<file path="src/rtl/fc_argmax.sv">
// fc_argmax: serial argmax head for the packed output vector of a fully connected
// layer. An accepted vector is copied into a private register. The block then
// walks that copy one element per cycle through a single signed comparator. When
// the walk ends it holds the index of the largest logit, and the value too when
// enabled, behind a valid/ready handshake.
//
// Optional feature: define FC_ARGMAX_SCORE_EN to add the `score` output port.
//
// Ports:
//   clk        clock, rising edge
//   rst        synchronous active-high reset
//   in         packed logits, element k at in[k*data_size +: data_size]
//   in_valid   `in` holds a vector
//   in_ready   vector can be accepted this cycle (IDLE and not in reset)
//   class_idx  index of the largest logit; lower index wins a tie
//   out_valid  result is presented
//   out_ready  consumer takes the result this cycle
//   score      largest logit value (FC_ARGMAX_SCORE_EN only)
//
// state | meaning
// IDLE  | waiting for a vector, in_ready high
// SCAN  | comparing element cnt against the running best
// DONE  | result presented, held until out_ready

module fc_argmax #(
   parameter int out_features = 10,
   parameter int data_size    = 8,
   localparam int IDX_W       = (out_features > 1) ? $clog2(out_features) : 1
) (
   input  logic                              clk,
   input  logic                              rst,
   input  logic [out_features*data_size-1:0] in,
   input  logic                              in_valid,
   output logic                              in_ready,
   output logic [IDX_W-1:0]                  class_idx,
   output logic                              out_valid,
   input  logic                              out_ready
`ifdef FC_ARGMAX_SCORE_EN
   ,
   output logic [data_size-1:0]              score
`endif
);

   typedef enum logic [1:0] {
      IDLE = 2'd0,
      SCAN = 2'd1,
      DONE = 2'd2
   } state_t;

   localparam logic [IDX_W-1:0] LAST_IDX = IDX_W'(out_features - 1);

   state_t                state;
   state_t                state_next;
   logic [data_size-1:0]  vec [out_features];
   logic [data_size-1:0]  best_val;
   logic [IDX_W-1:0]      best_idx;
   logic [IDX_W-1:0]      cnt;
   logic                  accept;
   logic                  last;

   assign accept = in_valid && in_ready;
   assign last   = (cnt == LAST_IDX);

   always_ff @(posedge clk) begin
      if (rst) begin
         state <= IDLE;
      end else begin
         state <= state_next;
      end
   end

   // in_ready is gated by rst so a vector offered during reset is never taken.
   always_comb begin
      state_next = state;
      in_ready   = 1'b0;
      out_valid  = 1'b0;
      case (state)
         IDLE: begin
            in_ready = !rst;
            if (accept) begin
               state_next = (out_features == 1) ? DONE : SCAN;
            end
         end
         SCAN: begin
            if (last) begin
               state_next = DONE;
            end
         end
         DONE: begin
            out_valid = 1'b1;
            if (out_ready) begin
               state_next = IDLE;
            end
         end
         default: begin
            state_next = IDLE;
         end
      endcase
   end

   // Element 0 seeds the running best at accept time, so the scan starts at 1.
   always_ff @(posedge clk) begin
      if (rst) begin
         best_val <= '0;
         best_idx <= '0;
         cnt      <= '0;
      end else if (accept) begin
         for (int k = 0; k < out_features; k++) begin
            vec[k] <= in[k*data_size +: data_size];
         end
         best_val <= in[data_size-1:0];
         best_idx <= '0;
         cnt      <= IDX_W'(1);
      end else if (state == SCAN) begin
         // Strict compare: a later equal value never displaces an earlier one.
         if ($signed(vec[cnt]) > $signed(best_val)) begin
            best_val <= vec[cnt];
            best_idx <= cnt;
         end
         if (!last) begin
            cnt <= cnt + IDX_W'(1);
         end
      end
   end

   assign class_idx = best_idx;
`ifdef FC_ARGMAX_SCORE_EN
   assign score     = best_val;
`endif

endmodule

</file>
<file path="config.mk">
export PLATFORM = sky130hd
export DESIGN_NAME = fc_argmax
export DESIGN_NICKNAME = d
export VERILOG_FILES = /design/src/rtl/fc_argmax.sv
export SDC_FILE = /design/constraint.sdc
export NUM_CORES = 1
export LEC_CHECK = 0
export BUFFER_PORTS_ARGS = -buffer_cell sky130_fd_sc_hd__buf_2
export CAP_MARGIN = 40
export CORE_UTILIZATION = 49
export CTS_CLUSTER_SIZE = 24
export DETAILED_ROUTE_END_ITERATION = 6
export GPL_TIMING_DRIVEN = 0
export MAX_ROUTING_LAYER = met4
export PLACE_DENSITY = 0.76
export REMOVE_ABC_BUFFERS = 1
export SYNTH_ARGS = -nofsm -noshare
export SYNTH_HDL_FRONTEND = slang
export SYNTH_SLANG_ARGS = --single-unit
export TNS_END_PERCENT = 20
</file>
<file path="constraint.sdc">
create_clock -name clk -period 3.1 [get_ports clk]
set_clock_uncertainty 0.15 [all_clocks]
set_input_delay 0.31 -clock clk [delete_from_list [all_inputs] [get_ports clk]]
set_output_delay 0.31 -clock clk [all_outputs]
set_load 0.01 [all_outputs]
</file>
==> results.txt <==
Filler instances: 566
Global route total overflow: 0
Worst slew pin tran: 835 ps
Most common cell after layout, fill and taps aside: buf_2
FF+latch count, synth: 98
Slew margin rel.: 0.443
TritonCTS clock tree: done
Synth cell types: 48
H-Tree Depth: 3
Synth Flop Type: edfxtp_1
Crit Reg-Reg Startpoint: cnt[0]$_SDFFE_PP0P_
Clk_lat worst skew: 360 ps
CP max FO: 12
CP startpoint: cnt[0]$_SDFFE_PP0P_
Gate Count Post-Synth: 302
Status: finished, final reports clean
Post-synth design cell area: 4180 um^2
Fin nets: 570
Clock transition at path regs: 90 ps
Max Freq: 0.335 GHz
LEAKAGE: 2.16 nW
Diode count: 0
Sequential area share after synthesis: 0.661
Synth area leaders: edfxtp_1, dfxtp_1, mux2i_1
Fraction of layout cells with a size suffix above 1: 0.295
Routed wire length: 9.93 mm
# IOs: 90
Initial antenna violation count: 0
DR iter-0 viols: 203
Fin crit period: 2980 ps
Routed length per instance: 16.9 um
Final TNS setup: 0 ps
Rows: 33
Post-synthesis async set-or-reset flop share: 0
Max Buffers Root-to-Sink: 2
Cts bufs inserted: 9
Max-slew violations: 0
GP Congestion: 0.832
Post-DP HPWL: 5.43 mm
Worst EP arrival: 3120 ps
VDD IR max: 272 uV
Hold-critical path endpoint: vec[0][3]$_DFFE_PP_
Share of Yosys cell area claimed by the top area cell type: 0.575
Hold path start: in[3]
Starting density of the core: 0.508
Vias per cell: 5.33
Critical Path Source Type: register
Total track usage: 0.233
Worst hold-check path type: in -> reg
Global-route wire length before repair: 14.7 mm
Hold_ws: 17.6 ps
Post-synth EDFFs: 80
Die area: 8900 um^2
Drt drc: 0
Vias: 3123
P&R area growth vs syn: 39.8%
Capturing point of the worst reg2reg path: class_idx[1]$_SDFFE_PP0P_
Final setup fails: 0
Root Driver: clkbuf_8
Ys Warns: 0
MaxCap Viol Count: 0
DR pass1 iterations: 4
Pwr/cell area: 498 nW/um^2
Commonest cells after routing, fill and taps aside: buf_2, edfxtp_1, dlygate4sd3_1
WP data required: 3240 ps
Worst reg2reg setup slack: 120 ps
Reg2reg path depth: 11
Final Hold Viols: 0
Vias in the first global route: 3156
Tcrit/Tclk final: 0.962
CORE AREA: 8220 um^2
Critical path endpoint category: register
Largest net degree at the start of global routing: 49
Hold Path Cell Cnt: 1
Area leader, netlist: edfxtp_1
Syn Area/Cell: 13.8 um^2
Post-DRT Antenna Nets: 0
Type of the worst setup path: reg -> reg
PortBufs: 89
Die height: 94.3 um
Sink Count: 98
Die Span X: 94.3 um
worst max path at each step:
| stage | endpoint | slack (ps) | cells after the start |
|---|---|---|---|
| 6_report | class_idx[1]$_SDFFE_PP0P_ | 120 | 11 |
| 5_1_grt | class_idx[1]$_SDFFE_PP0P_ | -5 | 11 |
| 4_1_cts | best_val[0]$_SDFFE_PP0P_ | 40 | 10 |
| 3_5_place_dp | best_val[6]$_SDFFE_PP0P_ | -980 | 9 |
| 3_3_place_gp | best_val[0]$_SDFFE_PP0P_ | -1610 | 6 |
| 2_1_floorplan | best_val[0]$_SDFFE_PP0P_ | -390 | 5 |
routing by layer:
layer	routed length, um	global-route usage
met5	0	-
met4	160	0.0897
met1	3800	0.257
met2	5500	0.428
met3	478	0.0275
synth_stat cells (all sizes together), types with 3 or more instances:
cell,instances
nand3,4
inv,11
o22a,6
a21oi,19
dfxtp,18
o211ai,7
ha,10
buf,13
edfxtp,80
nand2,12
mux2,6
o21ai,12
nor4,10
clkbuf,4
nor3,7
nor2,21
nor2b,3
nand2b,3
mux2i,24
o21bai,6
flip-flops by register name, summed over array words and instances, names as in the netlist:
signal     count
best_val       8
class_idx      4
cnt            4
state          2
vec           80
cells by family after synthesis:
logic type / share of synthesized area
and+or+nand+nor: 0.0836
AOI/OAI and AO/OA: 0.0995
muxes: 0.0854
adders and majority gates: 0.0300
xor gates and xnor gates: 0.00629
buffers and inverters: 0.0339
DFF: 0.661
report_power, final:
group / internal, mW / leakage, nW / switching (mW)
clock: 0.294 / 0.0827 / 0.444
combinational: 0.308 / 1.19 / 0.318
sequential: 1.51 / 0.892 / 0.0360
metrics by stage:
step                       util  area, um^2  power [mW]  setup WS [ps]  std cells
after floorplan               -        4080        1.88           -387        285
after global placement    0.567        4660        2.01          -1610        479
after detailed placement  0.574        4710        2.04           -985        482
after CTS                 0.703        5780        2.88           38.4        582
after global routing      0.711        5840        3.03          -4.61        586
final                     0.711        5840        2.91            117        586
critical path, cell delays in order, from the launching register on:
cell and delay, ps:
dfxtp_4 360, buf_8 150, mux4_1 550, nor2_1 140
o31ai_2 110, ha_1 300, and2_1 150, and4_1 240
a311oi_4 310, buf_6 170, o21ai_0 90, a21oi_1 170
timing repair:
item                                    in CTS  in global routing
gates resized for setup                     13                  8
gates cloned                                 1                  0
endpoints found under the setup margin      12                 12
hold buffers                                78                  0
endpoints found under the hold margin       78                  0
pin swaps                                    3                  5
buffers inserted                             5                  4
cell type report:
type	count	area (um^2)	share of cell area
clock buffers	10	128	0.0219
clock inverters	6	42.5	0.00728
inverters	12	46.3	0.00793
multi-input cells	176	1340	0.229
flip-flops and latches	98	2780	0.475
well taps	105	131	0.0225
repair buffers	179	1380	0.237
Note: power is estimated with default switching activity, not from simulation.
